<file path="src/rtl/usb_device_fsm.sv">
// Device-side transaction controller: waits for a token, then runs the OUT
// (receive data, send handshake) or IN (send data, receive handshake) exchange.
module usb_device_fsm #(
    parameter int unsigned MAX_RETRY = 8
) (
    input  logic       clk,
    input  logic       rst_l,
    input  logic       token_valid,
    input  logic       token_out,
    output logic       r_token,
    output logic       r_data_start,
    input  logic       r_data_finish,
    input  logic       r_data_fail,
    output logic       start_send_data,
    input  logic       done_send_data,
    output logic       start_send_hand,
    output logic       send_ack,
    input  logic       done_send_hand,
    output logic       r_hand,
    input  logic       r_hand_ack,
    input  logic       r_hand_nak,
    input  logic       r_hand_fail,
    output logic       transfer_done,
    output logic       transfer_ok,
    output logic [3:0] fail_count,
    output logic       busy
);

    typedef enum logic [2:0] {
        IDLE,
        R_DATA,
        S_HAND,
        S_DATA,
        R_HAND
    } state_t;

    localparam logic [3:0] RETRY_LIM = 4'(MAX_RETRY);

    state_t     state, state_nxt;
    logic       r_data_start_nxt, start_send_data_nxt, start_send_hand_nxt, r_hand_nxt;
    logic       transfer_done_nxt, transfer_ok_nxt, send_ack_nxt;
    logic [3:0] fail_nxt, fail_inc;

    assign fail_inc = (fail_count == 4'hF) ? 4'hF : fail_count + 4'd1;
    assign r_token  = (state == IDLE);
    assign busy     = (state != IDLE);

    always_comb begin
        state_nxt           = state;
        r_data_start_nxt    = 1'b0;
        start_send_data_nxt = 1'b0;
        start_send_hand_nxt = 1'b0;
        r_hand_nxt          = 1'b0;
        transfer_done_nxt   = 1'b0;
        transfer_ok_nxt     = transfer_ok;
        send_ack_nxt        = send_ack;
        fail_nxt            = fail_count;
        case (state)
            IDLE: begin
                // transfer_done high means we only just returned here; drop the token
                if (token_valid && !transfer_done) begin
                    fail_nxt        = '0;
                    transfer_ok_nxt = 1'b0;
                    if (token_out) begin
                        state_nxt        = R_DATA;
                        r_data_start_nxt = 1'b1;
                    end else begin
                        state_nxt           = S_DATA;
                        start_send_data_nxt = 1'b1;
                    end
                end
            end
            R_DATA: begin
                if (r_data_fail) begin
                    fail_nxt            = fail_inc;
                    send_ack_nxt        = 1'b0;
                    state_nxt           = S_HAND;
                    start_send_hand_nxt = 1'b1;
                end else if (r_data_finish) begin
                    send_ack_nxt        = 1'b1;
                    state_nxt           = S_HAND;
                    start_send_hand_nxt = 1'b1;
                end
            end
            S_HAND: begin
                if (done_send_hand) begin
                    if (send_ack) begin
                        state_nxt         = IDLE;
                        transfer_done_nxt = 1'b1;
                        transfer_ok_nxt   = 1'b1;
                    end else if (fail_count <= RETRY_LIM) begin
                        state_nxt        = R_DATA;
                        r_data_start_nxt = 1'b1;
                    end else begin
                        state_nxt         = IDLE;
                        transfer_done_nxt = 1'b1;
                        transfer_ok_nxt   = 1'b0;
                    end
                end
            end
            S_DATA: begin
                if (done_send_data) begin
                    state_nxt  = R_HAND;
                    r_hand_nxt = 1'b1;
                end
            end
            R_HAND: begin
                if (r_hand_nak || r_hand_fail) begin
                    fail_nxt = fail_inc;
                    if (fail_inc <= RETRY_LIM) begin
                        state_nxt           = S_DATA;
                        start_send_data_nxt = 1'b1;
                    end else begin
                        state_nxt         = IDLE;
                        transfer_done_nxt = 1'b1;
                        transfer_ok_nxt   = 1'b0;
                    end
                end else if (r_hand_ack) begin
                    state_nxt         = IDLE;
                    transfer_done_nxt = 1'b1;
                    transfer_ok_nxt   = 1'b1;
                end
            end
            default: state_nxt = IDLE;
        endcase
    end

    always_ff @(posedge clk or negedge rst_l) begin
        if (!rst_l) begin
            state           <= IDLE;
            r_data_start    <= 1'b0;
            start_send_data <= 1'b0;
            start_send_hand <= 1'b0;
            r_hand          <= 1'b0;
            transfer_done   <= 1'b0;
            transfer_ok     <= 1'b0;
            send_ack        <= 1'b0;
            fail_count      <= '0;
        end else begin
            state           <= state_nxt;
            r_data_start    <= r_data_start_nxt;
            start_send_data <= start_send_data_nxt;
            start_send_hand <= start_send_hand_nxt;
            r_hand          <= r_hand_nxt;
            transfer_done   <= transfer_done_nxt;
            transfer_ok     <= transfer_ok_nxt;
            send_ack        <= send_ack_nxt;
            fail_count      <= fail_nxt;
        end
    end

endmodule

</file>
<file path="config.mk">
export PLATFORM = sky130hd
export DESIGN_NAME = usb_device_fsm
export DESIGN_NICKNAME = d
export VERILOG_FILES = /design/src/rtl/usb_device_fsm.sv
export SDC_FILE = /design/constraint.sdc
export NUM_CORES = 1
export LEC_CHECK = 0
export CAP_MARGIN = 20
export CORE_UTILIZATION = 47
export DETAILED_ROUTE_END_ITERATION = 6
export PLACE_DENSITY = 0.78
export SLEW_MARGIN = 10
export SYNTH_ARGS = -nofsm -noshare
export SYNTH_HDL_FRONTEND = slang
export SYNTH_SLANG_ARGS = --single-unit
</file>
<file path="constraint.sdc">
create_clock -name clk -period 2.3 [get_ports clk]
set_input_delay 0.69 -clock clk [delete_from_list [all_inputs] [get_ports clk]]
set_output_delay 0.69 -clock clk [all_outputs]
set_load 0.05 [all_outputs]
</file>
==> results.md <==
- Outcome: complete, no violations
- Warnings, synthesis: 0
- H-tree lvl count: 1
- Port bufs: 23
- Synth Area in Compound Gates: 0.214
- Resize count post-CTS: 0
- Top Family by Delay on Critical Path: buffers and inverters
- Row cnt: 15
- Sw Ratio: 0.494
- Total gr overflow: 0
- Crit path time final: around 2.2 ns
- Post-synth cell types: 38
- Syn avg cell area: 9.34 µm²
- Vias: 808
- WL/cell: 13.7 µm
- Worst min-delay path class: reg2reg
- Clock sinks: 14
- Antenna Nets Post-Route: 0
- Clock share of power: 0.083
- Cells after Synth: 97
- XOR/XNOR Fraction of Synth Area: 0.00967
- Placed cell area: 0.00119 mm²
- Critical path required time: around 1.6 ns
- Post-Synth Simple-Gate Area: 0.283
- Switch Pwr: just under 0.8 mW
- Top cells by area, synth: dfrtp_1 39%, a21oi_1 5.5%, nand2_1 3.7%, buf_6 3.7%, o311ai_4 2.9%
- FMAX: ~450 MHz
- Worst-margin pin slew: between 0.6 and 0.7 ns
- Arr. time, crit path: between 1.5 and 2 ns
- P_int: around 0.80 mW
- Post-synth EDFFs: 0
- LEAKAGE: 0.533 nW
- Chain of cells forming the critical path: clkdlybuf4s50_1
- Worst setup EP type: output port
- CTS root buf: clkbuf_4
- DP HPWL: 1590 µm
- Setup tns final: 0 ns
- Post-cts hold buffer count: 0
- Vias in the first global route: about 760
- Via/cell ratio: between 5 and 6
- Combinational Power Share: 0.657
- Die ar.: 0.00211 mm²
- Pins Over Slew Limit: 0
- CTS tree: yes
- Share of cells above drive strength 1: 0.183
- Max_slew headroom: 0.582
- Peak supply drop: approximately 840 µV
- # Post-CTS Setup Buffers: 0
- Area Overhead vs Synth: 33.6%
- Critical-path top delay cell: clkdlybuf4s50_1
- CORE AREA: ~0.0018 mm²
- Post-synth top area cell: dfrtp_1
- Seq/Total Area, Yosys: 0.387
- WL final: around 2100 µm
- Placer congestion estimate: a little under 0.9
- Iter 0 DRT Violations: 8
- Clock Skews: 0.000882 ns
- Placed cell count: between 100 and 150
- CP bufs+invs: 1
- Endpoints failing hold: 0
- Synth async-reset ratio: 1.00
- Maximum Capacitance Violations: 0
- Final cell count without fillers: about 150
- P per Cell Area: ~1300 mW/mm²
- Global-route wire length before repair: 3330 µm
- Diode count: 0
- CTS buffer count: 3
- Unrepaired setup endpoints after global routing: no
- Largest family of logic cells by synthesized area: simple AND/OR/NAND/NOR gates
- Largest net degree at the start of global routing: 18
- GRT Resource Usage Total: 0.221
- Ys flop type: dfrtp_1
- Top fanout value on the critical path: 5
- I/O pin count: 24
- Chip width: ~46 µm
- DRC: 0
- Post-synthesis mux area share: 0.0166
- Instance count on the critical path: 1
- Clock latency on the worst-skew pair: about 0.26 ns
- Design area: between 0.001 and 0.0015 mm²
- Final Hold Slack: 0.522 ns
- 1st-pass router iterations: 4
- Finish-stage setup viols: 0
- Slowest stage delay, CP: 0.83 ns
- Bufs on Longest Clock Path: 2
- Initial antenna violation count: 0
- Critical path class: reg2out
- Startpoint Class: flop
- Syn Nets: between 100 and 150
- Reg clk slew, reported paths: roughly 0.08 ns
- Fin crit share: 0.967
- Area fraction of the dominant cell type after synthesis: 0.387
- Die height: between 40 and 50 µm
- Final #Nets: ~140
- R2R depth: 7
- Adder-Cell Fraction of Synth Area: 0.0276
- Mapped Area: 906 µm²
- Hold Path Stages: 1
- Post-synthesis register bit count: 14
- Initial Utilization: 0.513
- Sequential power share: 0.260
logic make-up (layout without fill, tap and decap cells):
kind of cell	count (synthesis)	after routing
muxes	1	1
adders and majority gates	2	2
xor gates and xnor gates	1	1
AOI/OAI and AO/OA	28	28
and+or+nand+nor	42	42
DFF	14	14
buffers and inverters	9	38
layer usage:
| metal | GRT usage | vias to the layer above | routed length (µm) |
|---|---|---|---|
| li1 | - | 409 | - |
| met1 | 0.266 | 376 | 915 |
| met2 | 0.394 | 21 | 1050 |
| met3 | 0.0357 | 2 | 79 |
| met4 | 0.0706 | 0 | 21 |
| met5 | 0 | - | 0 |
worst paths after layout:
kind	from	end	slack, ns
setup / recovery	send_ack$_DFFE_PN0P_	send_ack	0.08
hold / removal	transfer_ok$_DFFE_PN0P_	transfer_ok$_DFFE_PN0P_	0.52
setup reg to reg	fail_count[0]$_DFFE_PN0P_	transfer_ok$_DFFE_PN0P_	0.21
hold reg to reg	transfer_ok$_DFFE_PN0P_	transfer_ok$_DFFE_PN0P_	0.52
max in group asynchronous	rst_l	fail_count[1]$_DFFE_PN0P_	1.05
min in group asynchronous	rst_l	start_send_data$_DFF_PN0_	0.81
cell usage after synthesis, types with 3 or more instances:
library cell  count
buf_6             3
a21oi_1          10
nand3_1           5
nor2_1            6
dfrtp_1          14
o21ai_0           4
nand2_1           9
inv_1             5
nand2b_1          4
layout by cell type, fill, tap and decap left out, types with 3 or more instances in the layout:
cell / netlist / layout
clkdlybuf4s50_1: 0 / 19
dfrtp_1: 14 / 12
a21oi_1: 10 / 10
buf_4: 0 / 10
nand2_1: 9 / 9
nor2_1: 6 / 6
inv_1: 5 / 5
nand3_1: 5 / 5
nand2b_1: 4 / 4
o21ai_0: 4 / 4
clkbuf_4: 0 / 3
power by group through the flow:
stage | Combinational, mW | Clock [mW] | Sequential, mW
3_5_place_dp | 1.04 | 0 | 0.416
5_1_grt | 1.13 | 0.151 | 0.422
2_1_floorplan | 0.562 | 0 | 0.582
3_3_place_gp | 1.02 | 0 | 0.411
4_1_cts | 1.04 | 0.136 | 0.411
6_report | 1.04 | 0.131 | 0.411
per-stage QoR:
| stage | total power, mW | worst slack, ns | utilization |
|---|---|---|---|
| floorplan | 1.14 | 0.0712 | - |
| global placement | 1.43 | -0.139 | 0.673 |
| detailed placement | 1.46 | -0.171 | 0.673 |
| CTS | 1.59 | 0.0718 | 0.686 |
| global route | 1.70 | 0.0314 | 0.686 |
| finish | 1.58 | 0.0762 | 0.686 |
cell type report:
| cell class | count | area, µm² |
|---|---|---|
| clock buffer | 3 | 22.5 |
| fill | 164 | 554 |
| inverter | 5 | 18.8 |
| multi-input combinational | 74 | 499 |
| sequential | 14 | 353 |
| tap | 25 | 31.3 |
| timing repair buffer | 30 | 285 |
flip-flops by register name, indices dropped and copies added (netlist names):
register and flops:
transfer_done 1, r_data_start 1, start_send_data 1, transfer_ok 1, state 3, start_send_hand 1
r_hand 1, send_ack 1, fail_count 4
No activity file was read; power rests on OpenSTA's default activity.
